==> src/rtl/sata_trn_pkg.sv <==
// SATA transport TX arbiter shared types.
// State encoding and frame-owner tags.
package sata_trn_pkg;

    typedef enum logic [2:0] {
        ST_IDLE      = 3'd0,
        ST_CMD_SEND  = 3'd1,
        ST_DAT_SEND  = 3'd2,
        ST_WAIT      = 3'd3,
        ST_DAT_DRAIN = 3'd4
    } state_t;

    typedef enum logic {
        OWN_CMD = 1'b0,
        OWN_DAT = 1'b1
    } owner_t;

endpackage

==> src/rtl/satatrn_cmdbuf.sv <==
// Command FIS retry buffer.
// Captures one frame, discards oversize frames, replays on demand.
module satatrn_cmdbuf
    import sata_trn_pkg::*;
#(
    parameter int CMD_WORDS = 8
) (
    input  logic        clk,
    input  logic        reset,
    input  logic        fill_en,
    input  logic        s_cmd_valid,
    output logic        s_cmd_ready,
    input  logic        s_cmd_last,
    input  logic [31:0] s_cmd_data,
    input  logic        rd_adv,
    input  logic        rd_rst,
    input  logic        clr,
    output logic        full,
    output logic [31:0] rd_data,
    output logic        rd_last,
    output logic        ovf_err
);

    localparam int AW = $clog2(CMD_WORDS);

    logic [31:0]   mem [CMD_WORDS];
    logic [AW:0]   wr_ptr;
    logic [AW:0]   len;
    logic [AW-1:0] rd_ptr;
    logic          full_q;
    logic          ovf_q;
    logic          err_q;
    logic          wr;

    assign s_cmd_ready = fill_en && !full_q && !reset;
    assign wr          = s_cmd_valid && s_cmd_ready;
    assign full        = full_q;
    assign ovf_err     = err_q;
    assign rd_data     = mem[rd_ptr];
    assign rd_last     = ({1'b0, rd_ptr} == len - (AW+1)'(1));

    // Word storage; contents are only meaningful while full is set.
    always_ff @(posedge clk) begin
        if (wr && !ovf_q) begin
            mem[wr_ptr[AW-1:0]] <= s_cmd_data;
        end
    end

    // Fill pointer, frame latch and oversize-frame discard.
    always_ff @(posedge clk) begin
        if (reset || clr) begin
            wr_ptr <= '0;
            len    <= '0;
            full_q <= 1'b0;
            ovf_q  <= 1'b0;
            err_q  <= 1'b0;
        end else begin
            err_q <= 1'b0;
            if (wr) begin
                if (ovf_q) begin
                    if (s_cmd_last) begin
                        ovf_q  <= 1'b0;
                        err_q  <= 1'b1;
                        wr_ptr <= '0;
                    end
                end else if (s_cmd_last) begin
                    full_q <= 1'b1;
                    len    <= wr_ptr + (AW+1)'(1);
                end else if (wr_ptr == (AW+1)'(CMD_WORDS - 1)) begin
                    ovf_q <= 1'b1;
                end else begin
                    wr_ptr <= wr_ptr + (AW+1)'(1);
                end
            end
        end
    end

    // Replay pointer, rewound for every retransmission.
    always_ff @(posedge clk) begin
        if (reset || clr || rd_rst) begin
            rd_ptr <= '0;
        end else if (rd_adv) begin
            rd_ptr <= rd_ptr + AW'(1);
        end
    end

endmodule

==> src/rtl/satatrn_txarb.sv <==
// SATA transport TX scheduler in front of the link TX stream.
// Arbitrates command vs data FIS, retries commands, watchdogs completion.
module satatrn_txarb
    import sata_trn_pkg::*;
#(
    parameter int CMD_WORDS = 8,
    parameter int MAX_RETRY = 3,
    parameter int TIMEOUT   = 65535,
    parameter int TW        = 16
) (
    input  logic        i_clk,
    input  logic        i_reset,
    input  logic        i_link_up,
    input  logic        s_cmd_valid,
    output logic        s_cmd_ready,
    input  logic        s_cmd_last,
    input  logic [31:0] s_cmd_data,
    input  logic        s_dat_valid,
    output logic        s_dat_ready,
    input  logic        s_dat_last,
    input  logic [31:0] s_dat_data,
    output logic        o_cmd_done,
    output logic        o_cmd_err,
    output logic        o_dat_done,
    output logic        o_dat_err,
    output logic        o_lnk_valid,
    input  logic        i_lnk_ready,
    output logic [32:0] o_lnk_data,
    output logic        o_lnk_last,
    output logic        o_lnk_abort,
    input  logic        i_lnk_success,
    input  logic        i_lnk_failed,
    output logic        o_busy
);

    localparam int RW = $clog2(MAX_RETRY + 2);

    state_t        state;
    owner_t        owner;
    owner_t        last_grant;
    logic [TW-1:0] wdog;
    logic [RW-1:0] retry;
    logic          cmd_done_q;
    logic          cmd_err_q;
    logic          dat_done_q;
    logic          dat_err_q;
    logic          abort_q;

    logic          fill_en;
    logic          cmd_full;
    logic [31:0]   cmd_rdata;
    logic          cmd_rlast;
    logic          ovf_err;
    logic          rd_adv;
    logic          rd_rst;
    logic          buf_clr;
    logic          in_tx;
    logic          link_down;
    logic          timeout;
    logic          fail_ev;
    logic          succ_ev;
    logic          can_retry;
    logic          own_cmd;
    logic          cmd_beat_last;
    logic          dat_beat_last;

    assign in_tx     = (state == ST_CMD_SEND) || (state == ST_DAT_SEND)
                    || (state == ST_WAIT);
    assign link_down = in_tx && !i_link_up;
    assign timeout   = (state == ST_WAIT) && (wdog == TW'(TIMEOUT - 1));
    assign fail_ev   = in_tx && (link_down || i_lnk_failed || timeout);
    assign succ_ev   = (state == ST_WAIT) && i_lnk_success && !fail_ev;
    assign can_retry = !link_down && (retry < RW'(MAX_RETRY));
    assign own_cmd   = (owner == OWN_CMD);

    assign fill_en = !((state == ST_CMD_SEND)
                    || (state == ST_WAIT && own_cmd));
    assign rd_adv  = (state == ST_CMD_SEND) && o_lnk_valid && i_lnk_ready;
    assign rd_rst  = own_cmd && fail_ev && can_retry;
    assign buf_clr = own_cmd && in_tx
                  && (succ_ev || (fail_ev && !can_retry));

    assign cmd_beat_last = rd_adv && cmd_rlast;
    assign dat_beat_last = (state == ST_DAT_SEND) && s_dat_valid
                        && i_lnk_ready && s_dat_last;

    assign o_busy      = (state != ST_IDLE);
    assign o_cmd_done  = cmd_done_q;
    assign o_cmd_err   = cmd_err_q | ovf_err;
    assign o_dat_done  = dat_done_q;
    assign o_dat_err   = dat_err_q;
    assign o_lnk_abort = abort_q;

    satatrn_cmdbuf #(
        .CMD_WORDS(CMD_WORDS)
    ) u_cmdbuf (
        .clk        (i_clk),
        .reset      (i_reset),
        .fill_en    (fill_en),
        .s_cmd_valid(s_cmd_valid),
        .s_cmd_ready(s_cmd_ready),
        .s_cmd_last (s_cmd_last),
        .s_cmd_data (s_cmd_data),
        .rd_adv     (rd_adv),
        .rd_rst     (rd_rst),
        .clr        (buf_clr),
        .full       (cmd_full),
        .rd_data    (cmd_rdata),
        .rd_last    (cmd_rlast),
        .ovf_err    (ovf_err)
    );

    // Link stream mux; a retry waits out the abort cycle before beat 0.
    always_comb begin
        o_lnk_valid = 1'b0;
        o_lnk_data  = '0;
        o_lnk_last  = 1'b0;
        s_dat_ready = 1'b0;
        case (state)
            ST_CMD_SEND: begin
                o_lnk_valid = !abort_q;
                o_lnk_data  = {1'b0, cmd_rdata};
                o_lnk_last  = cmd_rlast;
            end
            ST_DAT_SEND: begin
                o_lnk_valid = s_dat_valid;
                s_dat_ready = i_lnk_ready;
                o_lnk_data  = {1'b0, s_dat_data};
                o_lnk_last  = s_dat_last;
            end
            ST_DAT_DRAIN: s_dat_ready = 1'b1;
            default: ;
        endcase
    end

    // Arbitration, frame sequencing, watchdog and completion pulses.
    always_ff @(posedge i_clk) begin
        if (i_reset) begin
            state      <= ST_IDLE;
            owner      <= OWN_CMD;
            last_grant <= OWN_DAT;
            wdog       <= '0;
            retry      <= '0;
            cmd_done_q <= 1'b0;
            cmd_err_q  <= 1'b0;
            dat_done_q <= 1'b0;
            dat_err_q  <= 1'b0;
            abort_q    <= 1'b0;
        end else begin
            cmd_done_q <= 1'b0;
            cmd_err_q  <= 1'b0;
            dat_done_q <= 1'b0;
            dat_err_q  <= 1'b0;
            abort_q    <= 1'b0;
            case (state)
                ST_IDLE: begin
                    wdog <= '0;
                    if (i_link_up) begin
                        if (cmd_full
                            && (!s_dat_valid || last_grant == OWN_DAT)) begin
                            state      <= ST_CMD_SEND;
                            owner      <= OWN_CMD;
                            last_grant <= OWN_CMD;
                        end else if (s_dat_valid) begin
                            state      <= ST_DAT_SEND;
                            owner      <= OWN_DAT;
                            last_grant <= OWN_DAT;
                        end
                    end
                end
                ST_DAT_DRAIN: begin
                    if (s_dat_valid && s_dat_last) begin
                        state <= ST_IDLE;
                    end
                end
                default: begin
                    if (fail_ev) begin
                        abort_q <= link_down || timeout;
                        wdog    <= '0;
                        if (own_cmd) begin
                            if (can_retry) begin
                                retry <= retry + RW'(1);
                                state <= ST_CMD_SEND;
                            end else begin
                                retry     <= '0;
                                cmd_err_q <= 1'b1;
                                state     <= ST_IDLE;
                            end
                        end else begin
                            dat_err_q <= 1'b1;
                            state <= (state == ST_WAIT || dat_beat_last)
                                   ? ST_IDLE : ST_DAT_DRAIN;
                        end
                    end else if (succ_ev) begin
                        state <= ST_IDLE;
                        if (own_cmd) begin
                            cmd_done_q <= 1'b1;
                            retry      <= '0;
                        end else begin
                            dat_done_q <= 1'b1;
                        end
                    end else if (state == ST_WAIT) begin
                        wdog <= wdog + TW'(1);
                    end else if (cmd_beat_last || dat_beat_last) begin
                        state <= ST_WAIT;
                        wdog  <= '0;
                    end
                end
            endcase
        end
    end

endmodule

==> config.mk <==
export PLATFORM = sky130hd
export DESIGN_NAME = satatrn_txarb
export DESIGN_NICKNAME = d
export VERILOG_FILES = /design/src/rtl/sata_trn_pkg.sv /design/src/rtl/satatrn_cmdbuf.sv /design/src/rtl/satatrn_txarb.sv
export SDC_FILE = /design/constraint.sdc
export NUM_CORES = 1
export LEC_CHECK = 0
export CAP_MARGIN = 20
export CORE_UTILIZATION = 62
export DETAILED_ROUTE_END_ITERATION = 12
export PLACE_DENSITY = 0.83
export SLEW_MARGIN = 20
export SYNTH_ARGS = -nofsm -noshare
export SYNTH_HDL_FRONTEND = slang
export SYNTH_HIERARCHICAL = 1
export SYNTH_SLANG_ARGS = --single-unit
==> constraint.sdc <==
create_clock -name i_clk -period 7.6 [get_ports i_clk]
set_input_delay 0.76 -clock i_clk [delete_from_list [all_inputs] [get_ports i_clk]]
set_output_delay 0.76 -clock i_clk [all_outputs]
set_load 0.02 [all_outputs]
Word-level counts from Yosys, hierarchy flattened --
Memory sizes are Yosys's and may differ from the RTL's. A register that Yosys moved wholly into a read port is not among the register bits. Index checks and enable logic that the tools add are counted.
Word-level totals: flip-flop bits (word level) 43, bits in latches 0, memory bits (writable) 256, memory bits (read-only) 0, input port bits 74, output and inout port bits 43, memories 1
Operators by class: add/sub/neg operators 5, $mul 0, divide/modulo/power cells 0, order comparisons 1, equality and inequality tests 17, shifts and indexed selects 0, multiplexer cells 44, bitwise logic cells 8, reduce and logical (&&, ||, !) cells 63
Memories:
- u_cmdbuf.mem | words 8, bits a word 32, read ports 1, clocked after Yosys merged registers in 1, write ports 1, line satatrn_cmdbuf.sv:26 | logic [31:0] mem [CMD_WORDS];
Operators by type and width (count):
- 16-bit 2-to-1 mux | 4
- 32-bit one-hot mux with 2 select lines | 1
- 3-bit 2-to-1 mux | 17
- 16-bit one-hot mux with 2 select lines | 1
- 1-bit logical AND | 24
- 16-bit by 1-bit adder with 16-bit output (second input constant) | 1
- 16-bit == test (second input constant) | 1
- 4-bit 2-to-1 mux | 4
- 1-bit 2-to-1 mux | 13
- 1-bit logical OR | 12
- 2-bit != test (second input constant) | 6
- 1-bit logical NOT | 10
- 5-bit OR reduction | 2
- 3-bit AND reduction | 3
- 4-bit AND reduction | 2
- 1-bit NOT | 7
- 3-bit by 1-bit adder with 3-bit output (second input constant) | 2
- 3-bit by 2-bit == test with 1-bit output (second input constant) | 2
- 1-bit one-hot mux with 2 select lines | 3
- 3-bit one-hot mux with 2 select lines | 1
- 5-bit by 3-bit != test with 1-bit output (second input constant) | 1
- 5-bit AND reduction | 1
- 5-bit nonzero test | 1
- 4-bit by 1-bit adder with 4-bit output (second input constant) | 1
- 17 further kinds | 18

Logic depth before layout (Yosys ltp) --
depth after elaboration 14, depth in mapped cells 12, gate-level depth less buffers 12

By module --
The synthesis kept the hierarchy.
Modules (own cells, without submodules):
- satatrn_cmdbuf | times used 1, cells each 473, area each 10421.2 um^2, seq. area each 8027.7 um^2
- satatrn_txarb | times used 1, cells each 250, area each 1976.9 um^2, seq. area each 580.6 um^2

Worst setup path after synthesis --
No wires, ideal clock.
path type register to register, from register state[0], to memory u_cmdbuf.mem[1][0], enable pin, setup time 0.461 ns, arrival time 3.688 ns, data required time 7.139 ns, setup slack 3.450 ns, cell stages (with the launch flop) 9, buffers on the path 3, clock period less this slack 4.150 ns, path through dfxtp_1 buf_2 nor3b_1 clkbuf_1 nor2_1 and4bb_2 buf_4 nand3_1 nor3_1
On the way: word-level cells in the longest chain between the ends 10
Ends and longest elaborated chain:
- start: declaration | line satatrn_txarb.sv:38 | state_t state;
- start signal: assignment | line satatrn_txarb.sv:191 | state <= (state == ST_WAIT || dat_beat_last)
- 3-bit by 2-bit == test with 1-bit output | line satatrn_txarb.sv:77 | || (state == ST_WAIT && own_cmd));
- 1-bit logical AND | line satatrn_txarb.sv:77
- 1-bit logical OR * | line satatrn_txarb.sv:77
- 1-bit logical NOT * | line satatrn_txarb.sv:76 | assign fill_en = !((state == ST_CMD_SEND)
- named net fill_en | line satatrn_txarb.sv:49 | logic fill_en;
- 1-bit logical AND * (2 in series) | line satatrn_cmdbuf.sv:35 | assign s_cmd_ready = fill_en && !full_q && !reset;
- 1-bit logical AND * | line satatrn_cmdbuf.sv:36 | assign wr = s_cmd_valid && s_cmd_ready;
- 1-bit logical AND * | line satatrn_cmdbuf.sv:44 | if (wr && !ovf_q) begin
- 1-bit 2-to-1 mux * | line satatrn_cmdbuf.sv:44
- 1-bit 2-to-1 mux (implied by the code) * | line satatrn_cmdbuf.sv:45 | mem[wr_ptr[AW-1:0]] <= s_cmd_data;
- end: declaration | line satatrn_cmdbuf.sv:26
Mark *: on every way through the listed nets, which the timed path passes. The rest lies on a longest branch.

Worst setup path in the final report --
from register state[0], to output port o_lnk_data[10]
On the way: word-level cells in the longest chain between the ends 2
Ends and longest elaborated chain:
- 3-bit by 2-bit == test with 1-bit output or 3-bit by 1-bit == test with 1-bit output (tied branches) | line satatrn_txarb.sv:119 | case (state)
- 32-bit one-hot mux with 2 select lines * | line satatrn_txarb.sv:119
- end: declaration | line satatrn_txarb.sv:28 | output logic [32:0] o_lnk_data,
Mark *: on every way between the ends. The rest lies on a longest branch, timed or not.

==> results by group <==
Run status
  • Status: finished clean

Clock network
  • Max clock buf depth: 3
  • CTS tree: built
  • CTS root buf: clkbuf_16
  • Latest clock arrival within the worst-skew pair: about 550 ps
  • Clock-pin slew on the worst setup and hold paths: approximately 60 ps
  • TritonCTS Buffers: 30
  • Resize count post-CTS: 0
  • Clock Sinks: a little over 300
  • CTS Hold Bufs: 0
  • # Post-CTS Setup Buffers: 0
  • H-Tree Depth: 1

Critical path
  • Critical register-to-register path startpoint: state[0]
  • Max FO, Critical Path: 22
  • Worst setup path class: flip-flop to primary output
  • Slowest stage cell, crit path: nor3b_2
  • Critical path origin: state[0]
  • Crit path arrival time: between 3000 and 4000 ps
  • Req. time, crit path: roughly 6800 ps
  • Worst setup EP type: primary output
  • Critical Path Start Type: flip-flop
  • Slowest stage delay, CP: ~950 ps
  • Crit-path cells: nor3b_2 -> buf_4 -> a22o_1 -> clkdlybuf4s50_1

Synthesis
  • Area share of the leading cell type in the synthesized netlist: 0.6200
  • Sequential-to-total area share from yosys stat: 0.6943
  • Yosys top cell by area: edfxtp_1
  • Flops & latches, synth: 302
  • Warnings, synthesis: 6
  • Synthesized area per cell: around 17 µm²
  • Syn Nets: between 800 and 900
  • Mapped Cells: approximately 720
  • Synth top area cells: edfxtp_1 (62%), mux4_2 (12%), dfxtp_1 (7.4%)
  • Post-synth EDFFs: 256
  • FFs w/ async S/R, synth: 0
  • Cell area after synthesis: about 12,000 µm²
  • Unique masters post-synth: 60
  • Top FF cell, synth: edfxtp_1

Routing
  • Vias per cell: between 6 and 7
  • DRT Pass-1 Iters: 5
  • Detail Route Antenna Nets: 0
  • DR iter-0 viols: around 640
  • WL final: 27,520 µm
  • Drt drc: 0
  • Via Count: just over 7,000
  • WL/cell: between 20 and 25 µm

Place
  • Placed wire-length estimate: between 10,000 and 15,000 µm
  • Port Buf Inserts: ~120
  • Routability Congestion: about 0.86
  • Setup WS pre-CTS: between 3000 and 4000 ps

STA
  • Post-route setup slack: 3414 ps
  • Worst-margin pin slew: between 1000 and 1500 ps
  • Slew headroom: 0.2722
  • Final setup vio count: 0
  • Unrepaired setup endpoints after global routing: no
  • FMAX: between 200 and 250 MHz
  • Setup Skew: about 6.4 ps
  • Post-route setup TNS: 0 ps
  • Fin crit share: 0.5507
  • Max Slew Vio Count: 0
  • Final Hold Viols: 0
  • Minimum clock period: ~4200 ps

Floorplanning
  • Chip Width: approximately 140 µm
  • Die Footprint: about 21,000 µm²
  • Initial core utilization: 0.6349
  • Core box area: slightly below 20,000 µm²
  • FP Rows: 51
  • I/O pin total: 117
  • Die Height: ~140 µm

Worst hold path
  • HP Start: retry[2]
  • Min-delay worst type: flip-flop to flip-flop

Flow run
  • Max-cap violations: 0

Global route
  • Initial antenna violation count: 2
  • Total gr overflow: 0
  • Vias in the first global route: 7,442
  • Pin count of the biggest net entering global routing: 65
  • First-pass GRT wire length: 41,570 µm
  • GRT Util Overall: 0.2776

Layout
  • Commonest non-fill, non-tap cell in the layout: edfxtp_1
  • Layout cells sized above 1: 0.2129
  • Fin nets: approximately 900
  • Most frequent cells in the layout: edfxtp_1 (256), clkdlybuf4s50_1 (115), mux4_2 (64)
  • Fill cells: around 1,100
  • Area growth, synth to finish: 20.95%
  • Post-layout util: 0.7680

Power
  • VDD IR max: approximately 0.00024 V
  • Leak: between 4 and 5 nW
  • Cell Pwr Density: around 290 nW/µm²
[where the power goes]
| group | switching, mW | internal, mW |
|---|---|---|
| clock | 0.618 | 0.993 |
| combinational | 0.434 | 0.386 |
| sequential | 0.0399 | 1.84 |
[worst max-delay path: cells and delay by family (launching register included)]
family          cells  cell delay (ps)
simple gates        1              950
buf+inv             2             1080
compound gates      1              220
flops               1              600
[state kept, by name, indices dropped and copies added (netlist names), 3 cells and up, named ones only]
register and cells:
retry 3, state 3, u_cmdbuf/len 4, u_cmdbuf/mem 256
u_cmdbuf/rd_ptr 3, u_cmdbuf/wr_ptr 4, wdog 16
[final cells by class]
type	instances	area, µm²	share of cell area
Antenna cell	1	2.502	0.0001669
Inverter	13	48.80	0.003254
Clock buffer	44	937.1	0.06249
Tap cell	265	331.6	0.02211
Clock inverter	12	181.4	0.01210
Multi-Input combinational cell	372	3642	0.2429
Timing Repair Buffer	126	1237	0.08252
Sequential cell	302	8615	0.5745
[final timing paths]
check             cells past startpoint                   to  slack [ps]
hold reg to reg                       2             retry[2]         470
setup / recovery                      4       o_lnk_data[10]        3410
setup reg to reg                      6  u_cmdbuf/mem[3][16]        4430
hold / removal                        2             retry[2]         470
[per-stage QoR]
step	std cells	cell area (µm²)	power, mW	hold slack (ps)
2_1_floorplan	723	12400	2.398	431.7
5_1_grt	1135	15000	4.450	512.2
3_3_place_gp	1078	13870	2.698	449.0
6_report	1135	15000	4.309	473.0
4_1_cts	1134	14990	4.330	472.3
3_5_place_dp	1078	13870	2.718	463.7
[layer usage]
metal  up-vias  GRT usage  routed length, µm
li1       3157          -                  -
met1      3637     0.3559              10720
met2       345     0.4839              14250
met3        74    0.04332               1747
met4         2    0.09854                786
met5         -          0                 12
[synth_stat cells (5+ instances only)]
cell / number
edfxtp_1: 256
mux4_2: 64
dfxtp_1: 46
nor2_1: 42
a22o_1: 33
mux2_2: 32
nand2_1: 29
clkbuf_1: 17
nor3_1: 15
o21ai_0: 15
a21oi_1: 14
inv_1: 13
nand3_1: 11
a31oi_1: 10
buf_2: 10
a211oi_1: 7
and3_1: 7
ha_1: 7
nor2b_1: 7
xor2_1: 7
nand2b_1: 6
buf_4: 5
o21a_1: 5
[logic make-up after synthesis]
group,count (synthesis),share of synthesized area
AOI/OAI and AO/OA,109,0.06489
xor gates and xnor gates,9,0.006358
adders and majority gates,7,0.007064
buffers and inverters,49,0.01736
DFF,302,0.6943
muxes,100,0.1486
other,1,0.0003025
and+or+nand+nor,146,0.06116
Note: power is estimated with default switching activity, not from simulation.
